[config.mk]
export PLATFORM = sky130hd
export DESIGN_NAME = irq_request_ctrl_flat
export DESIGN_NICKNAME = d
export VERILOG_FILES = /design/src/rtl/irq_request_ctrl_pkg.sv /design/src/rtl/irq_request_ctrl_if.sv /design/src/rtl/irq_request_ctrl_edge_detect.sv /design/src/rtl/irq_request_ctrl.sv /design/src/flat_wrapper.sv
export SDC_FILE = /design/constraint.sdc
export NUM_CORES = 1
export LEC_CHECK = 0
export CAP_MARGIN = 0
export CORE_MARGIN = 4
export CORE_UTILIZATION = 45
export CTS_CLUSTER_DIAMETER = 60
export DETAILED_ROUTE_END_ITERATION = 6
export HOLD_SLACK_MARGIN = 0.03
export PLACE_DENSITY = 0.85
export SLEW_MARGIN = 0
export SYNTH_ARGS = -nofsm -noshare
export SYNTH_HDL_FRONTEND = slang
export SYNTH_SLANG_ARGS = --single-unit
[constraint.sdc]
create_clock -name clk -period 4.25 [get_ports clk]
set_clock_uncertainty 0.2 [all_clocks]
set_input_delay 0.425 -clock clk [delete_from_list [all_inputs] [get_ports clk]]
set_output_delay 0.425 -clock clk [all_outputs]
set_load 0.05 [all_outputs]
[src/rtl/irq_request_ctrl_pkg.sv]
// Shared constants, FSM state encoding and helpers for the interrupt request front-end.
package irq_request_ctrl_pkg;

  localparam int N_IRQ = 8;
  localparam int IDX_W = 3;

  typedef enum logic [1:0] {
    ST_IDLE    = 2'd0,
    ST_ASSERT  = 2'd1,
    ST_SERVICE = 2'd2
  } state_t;

  function automatic logic [N_IRQ-1:0] idx_to_onehot(input logic [IDX_W-1:0] idx);
    return {{(N_IRQ-1){1'b0}}, 1'b1} << idx;
  endfunction

endpackage

[src/rtl/irq_request_ctrl_if.sv]
// Bundle of request, mask, encoder and CPU handshake signals around the interrupt front-end.
interface irq_request_ctrl_if;
  import irq_request_ctrl_pkg::*;

  logic [N_IRQ-1:0] irq_in;
  logic             mask_we;
  logic [N_IRQ-1:0] mask_wdata;
  logic [N_IRQ-1:0] mask;
  logic [N_IRQ-1:0] req_vec;
  logic [IDX_W-1:0] enc_y;
  logic             enc_valid;
  logic             int_out;
  logic [IDX_W-1:0] int_vec;
  logic             int_ack;
  logic             eoi;
  logic [N_IRQ-1:0] in_service;
  logic             busy;

  // The controller side
  modport slave (
    input  irq_in, mask_we, mask_wdata, enc_y, enc_valid, int_ack, eoi,
    output mask, req_vec, int_out, int_vec, in_service, busy
  );

  // Sources, encoder and CPU side
  modport master (
    output irq_in, mask_we, mask_wdata, enc_y, enc_valid, int_ack, eoi,
    input  mask, req_vec, int_out, int_vec, in_service, busy
  );

endinterface

[src/rtl/irq_request_ctrl_edge_detect.sv]
// Rising-edge detector for the request lines; rise is high for one cycle after a 0->1 transition.
module irq_edge_detect
  import irq_request_ctrl_pkg::*;
(
  input  logic             clk,
  input  logic             rst,
  input  logic [N_IRQ-1:0] irq_in,
  output logic [N_IRQ-1:0] rise
);

  logic [N_IRQ-1:0] irq_prev;

  // Reset loads the live line levels so lines already high at reset release raise nothing
  always_ff @(posedge clk) begin
    if (rst) begin
      irq_prev <= irq_in;
    end else begin
      irq_prev <= irq_in;
    end
  end

  assign rise = irq_in & ~irq_prev;

endmodule

[src/rtl/irq_request_ctrl.sv]
// Interrupt request front-end: edge capture, masking, and the request/ack/EOI handshake with the CPU.
module irq_request_ctrl
  import irq_request_ctrl_pkg::*;
(
  input logic              clk,
  input logic              rst,
  irq_request_ctrl_if.slave bus
);

  state_t           state;
  logic [N_IRQ-1:0] pending;
  logic [N_IRQ-1:0] pending_next;
  logic [N_IRQ-1:0] mask_q;
  logic [N_IRQ-1:0] in_service_q;
  logic [N_IRQ-1:0] rise;
  logic             int_out_q;
  logic [IDX_W-1:0] int_vec_q;
  logic             ack_take;
  logic             eoi_take;

  irq_edge_detect u_edge_detect (
    .clk    (clk),
    .rst    (rst),
    .irq_in (bus.irq_in),
    .rise   (rise)
  );

  assign ack_take = (state == ST_ASSERT)  && bus.int_ack;
  assign eoi_take = (state == ST_SERVICE) && bus.eoi;

  // A new edge on the acknowledged line in the same cycle keeps its pending bit set
  always_comb begin
    pending_next = pending;
    if (ack_take) begin
      pending_next[int_vec_q] = 1'b0;
    end
    pending_next = pending_next | rise;
  end

  always_ff @(posedge clk) begin
    if (rst) begin
      state        <= ST_IDLE;
      pending      <= '0;
      mask_q       <= '0;
      in_service_q <= '0;
      int_out_q    <= 1'b0;
      int_vec_q    <= '0;
    end else begin
      pending <= pending_next;
      if (bus.mask_we) begin
        mask_q <= bus.mask_wdata;
      end
      case (state)
        ST_IDLE: begin
          if (bus.enc_valid) begin
            int_vec_q <= bus.enc_y;
            int_out_q <= 1'b1;
            state     <= ST_ASSERT;
          end
        end
        // Vector stays frozen here even if its line gets masked or outranked
        ST_ASSERT: begin
          if (ack_take) begin
            in_service_q <= idx_to_onehot(int_vec_q);
            int_out_q    <= 1'b0;
            state        <= ST_SERVICE;
          end
        end
        ST_SERVICE: begin
          if (eoi_take) begin
            in_service_q <= '0;
            state        <= ST_IDLE;
          end
        end
        default: begin
          state <= ST_IDLE;
        end
      endcase
    end
  end

  assign bus.mask       = mask_q;
  assign bus.req_vec    = pending & ~mask_q;
  assign bus.int_out    = int_out_q;
  assign bus.int_vec    = int_vec_q;
  assign bus.in_service = in_service_q;
  assign bus.busy       = (state != ST_IDLE);

endmodule

[src/flat_wrapper.sv]
// flat-port wrapper written by rule: the top's interface ports become plain ports
module irq_request_ctrl_flat import irq_request_ctrl_pkg::*;
  (clk, rst, bus_irq_in, bus_mask_we, bus_mask_wdata, bus_enc_y, bus_enc_valid, bus_int_ack, bus_eoi, bus_mask, bus_req_vec, bus_int_out, bus_int_vec, bus_in_service, bus_busy);
  irq_request_ctrl_if bus_i ();
  input logic clk;
  input logic rst;
  input wire logic [$bits(bus_i.irq_in)-1:0] bus_irq_in;
  input wire logic [$bits(bus_i.mask_we)-1:0] bus_mask_we;
  input wire logic [$bits(bus_i.mask_wdata)-1:0] bus_mask_wdata;
  input wire logic [$bits(bus_i.enc_y)-1:0] bus_enc_y;
  input wire logic [$bits(bus_i.enc_valid)-1:0] bus_enc_valid;
  input wire logic [$bits(bus_i.int_ack)-1:0] bus_int_ack;
  input wire logic [$bits(bus_i.eoi)-1:0] bus_eoi;
  output wire logic [$bits(bus_i.mask)-1:0] bus_mask;
  output wire logic [$bits(bus_i.req_vec)-1:0] bus_req_vec;
  output wire logic [$bits(bus_i.int_out)-1:0] bus_int_out;
  output wire logic [$bits(bus_i.int_vec)-1:0] bus_int_vec;
  output wire logic [$bits(bus_i.in_service)-1:0] bus_in_service;
  output wire logic [$bits(bus_i.busy)-1:0] bus_busy;
  assign bus_i.irq_in = bus_irq_in;
  assign bus_i.mask_we = bus_mask_we;
  assign bus_i.mask_wdata = bus_mask_wdata;
  assign bus_i.enc_y = bus_enc_y;
  assign bus_i.enc_valid = bus_enc_valid;
  assign bus_i.int_ack = bus_int_ack;
  assign bus_i.eoi = bus_eoi;
  assign bus_mask = bus_i.mask;
  assign bus_req_vec = bus_i.req_vec;
  assign bus_int_out = bus_i.int_out;
  assign bus_int_vec = bus_i.int_vec;
  assign bus_in_service = bus_i.in_service;
  assign bus_busy = bus_i.busy;
  irq_request_ctrl u_core (.clk(clk), .rst(rst), .bus(bus_i));
endmodule
Yosys cells after proc, flatten, opt, wreduce, memory -nomap -nowiden
Index checks and enable logic that the tools add are counted.
{"block": "totals", "register_bits": 38, "in_bits": 25, "out_inout_bits": 29, "wordCells": 46}
{"block": "classes", "n_lt_le_gt_ge": 2, "eq_ne": 5, "shifts": 1, "mux": 13, "bitwise_logic": 7, "n_reduce_logical": 11}
{"cell": "$and 8x8->8", "n": 3}
{"cell": "$mux 8", "n": 3}
{"cell": "$not 8->8", "n": 3}
{"cell": "$pmux 8 s2", "n": 1}
{"cell": "$reduce_and 3->1", "n": 3}
{"cell": "$or 8x8->8", "n": 1}
{"cell": "$shl 1x3->8 const A", "n": 1}
{"cell": "$mux 2", "n": 3}
{"cell": "$pmux 2 s3", "n": 1}
{"cell": "$reduce_bool 2->1", "n": 3}
{"cell": "$lt 3x4->1 const B", "n": 1}
{"cell": "$ne 2x1->1 const B", "n": 2}
{"cell": "$demux 1 s3", "n": 1}
{"cell": "$ge 3x1->1 const B", "n": 1}
{"cell": "$logic_and 1x1->1", "n": 3}
{"cell": "$mux 1", "n": 3}
{"cell": "$eq 2x1->1 const B", "n": 1}
{"cell": "$eq 2x2->1 const B", "n": 1}
{"cell": "$logic_not 2->1", "n": 1}
{"cell": "$ne 2x2->1 const B", "n": 1}
{"cell": "$pmux 1 s2", "n": 1}
{"cell": "$reduce_and 2->1", "n": 1}

Logic depth before layout (Yosys ltp)
Gate-level depths: netlist (run 1).
{"block": "logic_depth", "depth_word": 8, "mapped_depth": 4}

Cells and area by module
A second synthesis (run 1) with hierarchy kept.
{"block": "unflattened", "hier_cells": 138, "hier_area_um2": 1460.2}
{"module": "irq_request_ctrl", "instances": 1, "cells_per_inst": 122, "area_per_inst_um2": 1189.9, "seq_area_each_um2": 600.6}
{"module": "irq_edge_detect", "instances": 1, "cells_per_inst": 16, "area_per_inst_um2": 270.3, "seq_area_each_um2": 160.2}

Worst setup path after synthesis (run 1)
OpenSTA, ideal clock, no wires.
{"block": "synth_path", "path_kind": "register to output", "startpoint": "register u_core.mask_q[0] (netlist: u_core.bus.mask[0])", "endpoint": "output port bus_req_vec[0]", "arrival_ns": 1.238, "t_required_ns": 3.625, "path_slack_ns": 2.387, "stages_incl_launch_ff": 2, "n_path_buf": 0, "cell_sequence": "dfxtp_1 > nor2b_1"}
{"block": "synth_between", "elab_chain_cells": 2}
{"element": "start: declaration", "line": "irq_request_ctrl.sv:13", "rtl": "logic [N_IRQ-1:0] mask_q;"}
{"element": "start signal: assignment", "line": "irq_request_ctrl.sv:51", "rtl": "mask_q <= bus.mask_wdata;"}
{"element": "$not 8->8", "line": "irq_request_ctrl.sv:83", "rtl": "assign bus.req_vec = pending & ~mask_q;"}
{"element": "$and 8x8->8", "line": "irq_request_ctrl.sv:83"}
{"element": "end: declaration", "line": "flat_wrapper.sv:15", "rtl": "output wire logic [$bits(bus_i.req_vec)-1:0] bus_req_vec;"}
No other way between the ends.

Worst setup path after layout (run 1)
{"block": "layout_path", "startpoint": "register u_core.state[1]", "endpoint": "output port bus_busy"}
{"block": "layout_between", "elab_chain_cells": 1}
{"element": "start: declaration", "line": "irq_request_ctrl.sv:10", "rtl": "state_t state;"}
{"element": "start signal: assignment", "line": "irq_request_ctrl.sv:42", "rtl": "state <= ST_IDLE;"}
{"element": "start signal: assignment", "line": "irq_request_ctrl.sv:58", "rtl": "state <= ST_ASSERT;"}
{"element": "start signal: assignment", "line": "irq_request_ctrl.sv:66", "rtl": "state <= ST_SERVICE;"}
{"element": "$reduce_bool 2->1", "line": "irq_request_ctrl.sv:87", "rtl": "assign bus.busy = (state != ST_IDLE);"}
{"element": "end: declaration", "line": "flat_wrapper.sv:19", "rtl": "output wire logic [$bits(bus_i.busy)-1:0] bus_busy;"}
No other way between the ends.

==> flow_summary.yaml, run 1 <==
status:
  status: "finished, final reports clean"
pwr:
  vdd_drop_max_uv: 200
  clockPowerShare: 0.258
  power.density_mw_per_mm2: 372
  p_seq_frac: 0.536
  leakage_nw: 0.756
  p_sw_frac: 0.290
  p_sw_mw: 0.209
  combPwrFrac: 0.206
  p_int_mw: 0.513
cts:
  cts-htree-levels: 2
  clkSinkCount: 38
  clock_latency_ns: 0.34
  cts.path.max_buffers: 2
  cts_hold_buf: 0
  cts_tree: "yes"
  post_cts_buffers: 0
  cts_resized: 0
  path_clk_slew_ns: 0.11
  cts_buffers: 5
  clockRootBuffer: "clkbuf_4"
global_route:
  gr-total-overflow: 0
  grt_util_all_layers: 0.172
  antenna_found_initial: 0
  grt_pass1_wl_mm: 5.32
  first_global_vias: 1156
  grt_max_degree: 26
timing:
  timing.fmax_mhz: 404
  period_needed_ns: 2.47
  setup_tns_ns: 0
  hold_viol_final: 0
  hold-worst-slack_ns: 0.279
  setup_viol_count_final: 0
  rsz0062_at_grt: "false"
  post-route-period-util: 0.582
  tightest_slew_ns: 0.885
  final-max-slew-violation-count: 0
  max-slew-margin-rel: 0.408
drt:
  wl_mm: 3.23
  dr.pass1.iters: 4
  ant_nets: 0
  wire_per_inst_um: 15.1
  via_per_inst: 5.30
  drc: 0
  vias: 1129
  initialDrtViolationCount: 20
worst_setup_path:
  arrival_ns: 1.85
  crit_path_start_kind: "flip-flop"
  cp_max_fo: 12
  end_kind: "output pin"
  startpoint: "u_core.state[1]"
  rr_worst_depth: 3
  r2r-start: "u_core.state[1]"
  required_ns: 3.62
  setup.worst_path.class: "flip-flop to output pin"
synthesis:
  synth_top_area_frac: 0.563
  ys_seq_area_frac: 0.563
  synth_area_per_cell_um2: 10.5
  synth_seq_cells: 38
  synth_nets: 153
  synth_cell_type_count: 23
  yosys_warnings: 0
  syn_inst: 128
  synthesis.area_mm2: 0.00135
  synth_area_leaders: "dfxtp_1 (56%), mux2i_1 (8.9%), o2bb2ai_1 (4.5%)"
  synth_top_cell_by_area: "dfxtp_1"
die:
  chipHeight_um: 62.8
  core_area_mm2: 0.00281
  dieArea_mm2: 0.00394
  initial_core_util: 0.481
  die_w_um: 62.8
  io-pin-count: 54
  row_count: 19
final_layout:
  n_antenna_cell: 0
  final_nets: 208
  area_growth_pct: 43.9
  fin_area_mm2: 0.00194
  fin_util: 0.693
  layout-drive-gt1-share: 0.0549
placement:
  place.gp.congestion: 0.770
  place_hpwl_mm: 2.40
  port_buffers: 53
  placed_area_mm2: 0.00189
hold_path:
  worstHoldStart: "u_core.bus.in_service[0]"
  worstHoldPathType: "flip-flop to flip-flop"
  min_path_cells: 1
run:
  maxCapViolCount: 0
-- final cells by class --
type / count / area (um^2)
clock buffer: 6 / 51.3
fill: 224 / 862
inverter: 3 / 11.3
multi-input combinational: 82 / 551
sequential: 38 / 761
tap: 31 / 38.8
timing repair buffer: 53 / 531
-- final timing paths --
| path | end | slack [ns] |
|---|---|---|
| setup reg to reg | u_core.bus.in_service[6] | 2.51 |
| hold reg to reg | u_core.bus.in_service[0] | 0.28 |
| setup / recovery | bus_busy | 1.78 |
| hold / removal | u_core.bus.in_service[0] | 0.28 |
-- cells in the mapped netlist --
library cell  number
dfxtp_1           38
mux2i_1           12
nor2_1            12
o21ai_0           10
a21oi_1            9
nand2b_1           9
nor2b_1            9
o2bb2ai_1          7
clkbuf_1           3
inv_1              3
or2_2              3
nand4bb_1          2
a2bb2o_1           1
a311oi_2           1
a31oi_1            1
and3b_1            1
buf_2              1
buf_6              1
nand2_1            1
nand4b_1           1
nor3_1             1
nor3b_1            1
or4b_1             1
-- layout by cell type (no fill, tap or decap), types with 2 or more instances in the layout --
| cell type | n |
|---|---|
| clkdlybuf4s50_1 | 53 |
| dfxtp_1 | 38 |
| mux2i_1 | 12 |
| nor2_1 | 12 |
| o21ai_0 | 10 |
| nor2b_1 | 9 |
| nand2b_1 | 9 |
| a21oi_1 | 9 |
| o2bb2ai_1 | 7 |
| clkbuf_4 | 5 |
| or2_2 | 3 |
| inv_1 | 3 |
| nand4bb_1 | 2 |
-- kinds of logic (layout without fill, tap and decap cells) --
kind of cell,Yosys count,count (layout),share of synthesized area
AND/OR/NAND/NOR,41,41,0.180
flip-flops,38,38,0.563
AO/OA/AOI/OAI,29,29,0.139
multiplexers,12,12,0.0890
buffers and inverters,8,62,0.0287
-- registers in the layout (all words and copies together) (netlist names) --
signal                         cells
u_core.bus.mask                    8
u_core.bus.int_vec                 3
u_core.bus.in_service              8
u_core.pending                     8
u_core.u_edge_detect.irq_prev      8
u_core.state                       2
u_core.bus.int_out                 1
-- layer usage --
metal,wire [um],up-vias,track usage,share of wire
met5,0,-,0,0
met4,70,0,0.0826,0.022
met3,161,8,0.0665,0.050
met2,1590,42,0.285,0.49
met1,1410,526,0.192,0.44
li1,-,553,-,-
-- through the flow --
stage / setup slack, ns / cells / power, mW
after floorplan: 2.39 / 128 / 0.483
after global placement: 1.83 / 207 / 0.541
after detailed placement: 1.75 / 207 / 0.544
after CTS: 1.78 / 213 / 0.726
after global routing: 1.69 / 213 / 0.750
final: 1.78 / 213 / 0.722
-- power groups by stage --
stage               clock network [mW]  logic, mW  registers [mW]
global placement                     0      0.147           0.394
CTS                              0.189      0.150           0.387
global route                     0.204      0.157           0.390
finish                           0.186      0.148           0.387
detailed placement                   0      0.149           0.395
floorplan                            0     0.0624           0.421
-- worst max-delay path: stages (launching register included) --
cell and delay (ns):
dfxtp_1 0.54, or2_2 0.17, clkdlybuf4s50_1 0.79
Power figures use the tool's default switching activity.
==> run 2, diff against run 1 <==
--- a/config.mk
+++ b/config.mk
@@ -7,11 +7,11 @@
 export LEC_CHECK = 0
 export CAP_MARGIN = 0
 export CORE_MARGIN = 4
-export CORE_UTILIZATION = 45
+export CORE_UTILIZATION = 42
 export CTS_CLUSTER_DIAMETER = 60
 export DETAILED_ROUTE_END_ITERATION = 6
 export HOLD_SLACK_MARGIN = 0.03
-export PLACE_DENSITY = 0.85
+export PLACE_DENSITY = 0.8
 export SLEW_MARGIN = 0
 export SYNTH_ARGS = -nofsm -noshare
 export SYNTH_HDL_FRONTEND = slang
==> constraint.sdc (replaced) <==
create_clock -name clk -period 2.5 [get_ports clk]
set_clock_uncertainty 0.2 [all_clocks]
set_input_delay 0.25 -clock clk [delete_from_list [all_inputs] [get_ports clk]]
set_output_delay 0.25 -clock clk [all_outputs]
set_load 0.05 [all_outputs]
==> flow_summary.yaml, run 2 (synthesis results as in run 1) <==
worst_setup_path:
  setup.worst_path.class: "flip-flop to output pin"
  end_kind: "output pin"
  rr_worst_depth: 3
  arrival_ns: 1.83
  reg2reg_to: "u_core.bus.in_service[6]"
  required_ns: 2.05
  startpoint: "u_core.state[1]"
  crit_end: "bus_busy"
  cp_max_fo: 12
  crit_path_start_kind: "flip-flop"
  rrSetupSlack_ns: 0.72
  r2r-start: "u_core.state[1]"
global_route:
  grt_pass1_wl_mm: 5.60
  grt_util_all_layers: 0.176
  first_global_vias: 1147
  gr-total-overflow: 0
  antenna_found_initial: 0
  grt_max_degree: 23
final_layout:
  final_nets: 209
  fin_util: 0.662
  n_antenna_cell: 0
  layout_commonest_cell: "clkdlybuf4s50_1"
  layout_common_cells: "clkdlybuf4s50_1 (53), dfxtp_1 (38), mux2i_1 (12), nor2_1 (12), o21ai_0 (10)"
  area_growth_pct: 49.8
  layout-drive-gt1-share: 0.0703
cts:
  cts.path.max_buffers: 2
  clockRootBuffer: "clkbuf_4"
  clkSinkCount: 38
  cts-htree-levels: 2
  cts_tree: "yes"
  post_cts_buffers: 0
  cts_resized: 0
  path_clk_slew_ns: 0.12
  clock_latency_ns: 0.34
  cts_hold_buf: 0
  cts_buffers: 5
drt:
  met2_length_mm: 1.60
  highest_layer: "met4"
  via_per_inst: 4.85
  drc: 0
  vias: 1110
  wl_met3_um: 267
  dr.pass1.iters: 5
  wire_per_inst_um: 14.5
  wl_mm: 3.33
  met1_length_mm: 1.39
  ant_nets: 0
  initialDrtViolationCount: 27
placement:
  port_buffers: 53
  dp_slack_ns: 0.565
  place.gp.congestion: 0.733
  place_hpwl_mm: 2.52
die:
  chipHeight_um: 64.7
  die_w_um: 64.7
  core_area_mm2: 0.00305
  dieArea_mm2: 0.00419
  initial_core_util: 0.442
  io-pin-count: 54
  row_count: 20
timing:
  final-max-slew-violation-count: 0
  max-slew-margin-rel: 0.598
  hold-worst-slack_ns: 0.159
  setup_ws_ns: 0.223
  post-route-period-util: 0.911
  setup_tns_ns: 0
  hold_viol_final: 0
  period_needed_ns: 2.28
  timing.fmax_mhz: 439
  rsz0062_at_grt: "false"
  tightest_slew_ns: 0.602
  setup_viol_count_final: 0
run:
  maxCapViolCount: 0
pwr:
  vdd_drop_max_uv: 390
  power.density_mw_per_mm2: 709
  leakage_nw: 0.786
status:
  status: "finished, final reports clean"
hold_path:
  worstHoldPathType: "input pin to flip-flop"
==> run 2: cell count changes in the layout (fill, tap and decap cells not counted) <==
cell / before / now
bufinv_16: 0 / 2
clkbuf_8: 1 / 0
clkinv_4: 0 / 1
buf_4: 0 / 1
==> run 2: critical path, cell delays in order, from the launching register on <==
cell	delay [ns]
dfxtp_1	0.52
or2_2	0.17
clkdlybuf4s50_1	0.79
==> run 2: area by class of cell <==
class,instances,area (um^2)
clock buffers,5,37.5
clock inverters,3,68.8
fillers,268,1030
inverters,3,11.3
multi-input cells,82,551
flip-flops and latches,38,761
well taps,44,55.1
repair buffers,54,538
==> run 2: how the worst min path moves through the flow <==
stage / from / endpoint / slack [ns] / cells after the start
finish: bus_irq_in[4] / u_core.u_edge_detect.irq_prev[4] / 0.16 / 1
detailed placement: u_core.bus.in_service[6] / u_core.bus.in_service[6] / 0.25 / 1
CTS: bus_irq_in[4] / u_core.u_edge_detect.irq_prev[4] / 0.15 / 1
global placement: u_core.bus.in_service[6] / u_core.bus.in_service[6] / 0.26 / 1
floorplan: bus_irq_in[0] / u_core.u_edge_detect.irq_prev[0] / 0.08 / 0
global route: bus_irq_in[4] / u_core.u_edge_detect.irq_prev[4] / 0.14 / 1
==> run 2: report_power, final <==
group	switching (mW)	internal, mW	leakage (nW)	total, mW
Combinational	0.145	0.108	0.417	0.253
Sequential	0.0214	0.637	0.314	0.659
Clock	0.209	0.313	0.0554	0.522
==> run 2: metrics by stage <==
stage	total power [mW]	cells	instance area [um^2]
2_1_floorplan	0.821	128	1350
3_3_place_gp	0.919	221	1920
3_5_place_dp	0.926	221	1920
4_1_cts	1.44	229	2020
5_1_grt	1.49	229	2020
6_report	1.43	229	2020
==> run 2: metal layers <==
| layer | global-route usage | vias up |
|---|---|---|
| li1 | - | 560 |
| met1 | 0.200 | 498 |
| met2 | 0.294 | 45 |
| met3 | 0.0624 | 7 |
| met4 | 0.0792 | 0 |
| met5 | 0 | - |
==> run 3, diff against run 2 <==
--- a/config.mk
+++ b/config.mk
@@ -6,7 +6,7 @@
 export NUM_CORES = 1
 export LEC_CHECK = 0
 export CAP_MARGIN = 0
-export CORE_MARGIN = 4
+export CORE_MARGIN = 2
 export CORE_UTILIZATION = 42
 export CTS_CLUSTER_DIAMETER = 60
 export DETAILED_ROUTE_END_ITERATION = 6
==> flow_summary.yaml, run 3 (synthesis results as in run 1) <==
timing:
  timing.fmax_mhz: 434
  tightest_slew_ns: 0.593
  rsz0062_at_grt: "false"
  setup_tns_ns: 0
  period_needed_ns: 2.31
  final-max-slew-violation-count: 0
  post-route-period-util: 0.923
  setup_viol_count_final: 0
  max-slew-margin-rel: 0.605
  hold_viol_final: 0
final_layout:
  multi_input_area_um2: 551
  layout-drive-gt1-share: 0.0703
  fin_area_mm2: 0.00199
  layout.cells.non_filler: 229
  final_nets: 209
  fillers: 259
  area_growth_pct: 47.6
  layout_commonest_cell: "clkdlybuf4s50_1"
  fin_util: 0.653
  layout_common_cells: "clkdlybuf4s50_1 (53), dfxtp_1 (38), mux2i_1 (12), nor2_1 (12), o21ai_0 (10)"
  sequential_cell_area_um2: 761
  n_antenna_cell: 0
drt:
  drc: 0
  ant_nets: 0
  initialDrtViolationCount: 19
  wire_per_inst_um: 13.6
  wl_mm: 3.11
  via_per_inst: 4.95
  dr.pass1.iters: 4
  vias: 1133
worst_setup_path:
  cp_max_fo: 12
  setup.worst_path.class: "flip-flop to output pin"
  crit_path_start_kind: "flip-flop"
  required_ns: 2.05
  end_kind: "output pin"
  arrival_ns: 1.86
cts:
  cts-htree-levels: 2
  post_cts_buffers: 0
  cts_resized: 0
  cts_tree: "yes"
  clkSinkCount: 38
  clockRootBuffer: "clkbuf_4"
  path_clk_slew_ns: 0.12
  clock_latency_ns: 0.34
  cts_hold_buf: 0
  cts_buffers: 5
  cts.path.max_buffers: 2
global_route:
  grt_util_all_layers: 0.179
  grt_pass1_wl_mm: 4.86
  grt_max_degree: 18
  gr-total-overflow: 0
  antenna_found_initial: 0
  first_global_vias: 1097
pwr:
  vdd_drop_max_uv: 425
  leakage_nw: 0.776
  power_mw: 1.32
  power.density_mw_per_mm2: 662
placement:
  placed_area_mm2: 0.00192
  dpl.cell_count: 221
  place_hpwl_mm: 2.41
  place.gp.congestion: 0.737
  port_buffers: 53
die:
  die_w_um: 60.7
  row_count: 20
  initial_core_util: 0.442
  dieArea_mm2: 0.00368
  chipHeight_um: 60.7
  io-pin-count: 54
  core_area_mm2: 0.00305
status:
  status: "finished, final reports clean"
hold_path:
  worstHoldPathType: "input pin to flip-flop"
run:
  maxCapViolCount: 0
-- run 3: changes by cell type in the layout (fill, tap and decap cells not counted) --
cell and change:
clkinv_2 +2, bufinv_16 -1, clkinv_4 -1
-- run 3: worst paths after layout --
check / startpoint / to / slack, ns / cells past startpoint
worst min register to register: u_core.bus.in_service[3] / u_core.bus.in_service[3] / 0.28 / 1
worst max register to register: u_core.state[1] / u_core.bus.in_service[6] / 0.75 / 3
worst max-delay path: u_core.state[1] / bus_busy / 0.19 / 2
worst min-delay path: bus_irq_in[1] / u_core.u_edge_detect.irq_prev[1] / 0.17 / 1
-- run 3: per-stage QoR --
| step | setup WS, ns | hold WS [ns] |
|---|---|---|
| after floorplan | 0.812 | 0.0777 |
| after global placement | 0.617 | 0.252 |
| after detailed placement | 0.576 | 0.250 |
| after CTS | 0.178 | 0.162 |
| after global routing | 0.106 | 0.156 |
| final | 0.193 | 0.171 |
-- run 3: per-layer routing --
metal,vias to the layer above,track usage,share of wire
met4,0,0.0466,0.0067
met3,3,0.0640,0.077
met2,46,0.307,0.49
met5,-,0,0
met1,525,0.214,0.43
li1,559,-,-
-- run 3: worst max-delay path, stage by stage (launching register included) --
cell and delay (ns):
dfxtp_1 0.53, or2_2 0.18, clkdlybuf4s50_1 0.81
-- run 3: report_power, final --
part / switching [mW] / internal, mW / leakage (nW)
clock network: 0.200 / 0.207 / 0.0450
registers: 0.0217 / 0.637 / 0.314
logic: 0.146 / 0.108 / 0.417
total: 0.367 / 0.953 / 0.776
-- run 3: cell type report --
cell class                 count  area share
sequential                    38       0.382
multi-input combinational     82       0.276
timing repair buffer          54       0.270
tap                           44      0.0276
clock inverter                 3      0.0201
clock buffer                   5      0.0188
inverter                       3     0.00565
==> RTL change: new RTL, settings of run 1 <==
Reset style: asynchronous (`rst`), changed in one clocked block.
--- a/src/rtl/irq_request_ctrl.sv
+++ b/src/rtl/irq_request_ctrl.sv
@@ -37,7 +37,7 @@
     pending_next = pending_next | rise;
   end
 
-  always_ff @(posedge clk) begin
+  always_ff @(posedge clk or posedge rst) begin
     if (rst) begin
       state        <= ST_IDLE;
       pending      <= '0;
Function: differs if rst is asserted again (counterexample within 4 cycles, from zero or initial values and one cycle with rst high); with rst held inactive, the same outputs for 10 cycles.
==> RTL change against run 1 <==
- wire length down 2.1%
- sequential cell count unchanged
- final area up 9.8%
- hold slack worse by 67 ps
- synthesized area up 7.0%
- global-route usage down 0.68 points
- worst setup slack worse by 3.5 ps
- critical endpoint unchanged
Power is not compared: it rests on default switching activity, and its combinational part moved more than twofold at a synthesized area within 25%.
==> RTL change: results (changes against run 1) <==
place_ws_ps: 1730  # -16.2 ps
holdWs_ps: 212  # -67.3 ps
fill_cells: 241  # +7.6%
worstHoldEndpoint: "u_core.pending[1]$_DFF_PP0_"
port_buffers: 53  # unchanged
clk_pin_slew_worst_paths_ps: 110  # about the same
power_switching_mw: 0.621
ys_async_sr_fraction: 0.789  # +0.789
grtUsageTotal: 0.165  # -0.00679
ctsResizeCount: 0  # unchanged
layout-drive-gt1-share: 0.169  # +0.114
synth_cell_types: 25  # +8.7%
p_leak_nw: 0.922
min_from: "u_core.u_edge_detect.irq_prev[1]$_DFF_P_"
synth_area_leaders: "dfrtp_1, dfxtp_1, mux2_2, nor2b_1, a22o_1"
cts-root-buf: "clkbuf_4"
num_vias: 1058  # -6.3%
grt_start_max_net_pins: 31  # +19%
timing.rr.start: "u_core.state[1]$_DFFE_PP0P_"
wirelength_um: 3160  # -2.1%
r2r_slack_ps: 2240  # -270 ps
drtIter0Drc: 37  # +85%
synthToLayoutAreaGrowth_pct: 47.6
arrival_ps: 1850  # about the same
status: "finished, final reports clean"
postCtsSetupBuffers: 0  # unchanged
diodes: 0  # unchanged
ys_seq_area_frac: 0.630  # +0.0668
cts.htree.levels: 2  # unchanged
cts_buffer_depth: 2  # unchanged
vias_per_cell: 4.90  # -7.6%
regToRegEndpoint: "u_core.pending[4]$_DFF_PP0_"
cts_made_buffers: 5  # unchanged
syn_nets: 138  # -9.8%
dpl-instance-area_sq_mm: 0.00202  # +6.9%
synth_cells: 113  # -12%
whs_path_depth: 1  # unchanged
grt_pass1_wl_um: 5100  # -4.1%
yosysWarnings: 0  # unchanged
nets: 196  # -5.8%
hp-class: "flop to flop"
antenna_found_initial: 0  # unchanged
irDropWorstVdd_mv: 0.389
path_max_fanout: 9  # -3
routabilityCongestion: 0.671  # -13%
place_inst: 208  # +0.48%
max-slew-margin-rel: 0.256  # -0.152
mostFrequentLayoutCell: "clkdlybuf4s50_1"
first_pass_iters: 4  # unchanged
synth_common_cells: "dfrtp_1, inv_1, mux2_2"
synth_flop_cell: "dfrtp_1"
hpwl_um: 2430  # +0.98%
RTL change: cell count changes in the layout (fill, tap and decap cells not counted), sizes merged, moves of 9 or more:
cell	change
a22o	+12
dfrtp	+30
dfxtp	-30
inv	+10
mux2	+11
mux2i	-12
nand2b	-9
nor2	-10
RTL change: worst max-delay path by stage:
stage / endpoint / start / slack [ps] / depth (start not counted)
2_1_floorplan: bus_req_vec[0] / u_core.bus.mask[0]$_DFFE_PP0P_ / 2300 / 1
3_3_place_gp: u_core.pending[6]$_DFF_PP0_ / bus_int_ack / 1740 / 4
3_5_place_dp: u_core.pending[4]$_DFF_PP0_ / bus_int_ack / 1730 / 4
4_1_cts: bus_busy / u_core.state[1]$_DFFE_PP0P_ / 1760 / 3
5_1_grt: bus_busy / u_core.state[1]$_DFFE_PP0P_ / 1640 / 3
6_report: bus_busy / u_core.state[1]$_DFFE_PP0P_ / 1770 / 3
RTL change: power groups by stage:
stage / Sequential (mW) / Clock [mW] / Combinational, mW
after global routing: 0.554 / 0.335 / 0.709
after global placement: 0.537 / 0 / 0.664
final: 0.536 / 0.315 / 0.674
after floorplan: 0.714 / 0 / 0.268
after detailed placement: 0.544 / 0 / 0.676
after CTS: 0.537 / 0.319 / 0.678
RTL change: worst max-delay path, stage by stage, from the launching register on:
cell and delay (ps):
dfrtp_1 520, inv_1 110, nand2_1 80, clkdlybuf4s50_1 800
RTL change: final cells by class:
| class | instances | share of cell area |
|---|---|---|
| Inverter | 13 | 0.0229 |
| Tap cell | 44 | 0.0258 |
| Sequential cell | 38 | 0.427 |
| Multi-Input combinational cell | 60 | 0.223 |
| Timing Repair Buffer | 53 | 0.249 |
| Clock buffer | 6 | 0.0240 |
| Clock inverter | 2 | 0.0282 |
RTL change: kinds of logic (layout without fill, tap and decap cells):
group | Yosys count | in the layout | synth area share
buffers and inverters | 15 | 74 | 0.0398
AOI/OAI and AO/OA | 24 | 24 | 0.142
DFF | 38 | 38 | 0.630
and+or+nand+nor | 25 | 25 | 0.102
muxes | 11 | 11 | 0.0857
RTL change: routing by layer:
layer / vias to the layer above / global-route usage / wire length (um)
met2: 39 / 0.290 / 1530
met5: - / 0 / 0
met4: 0 / 0.0712 / 61
met3: 7 / 0.0503 / 202
met1: 503 / 0.184 / 1360
li1: 509 / - / -
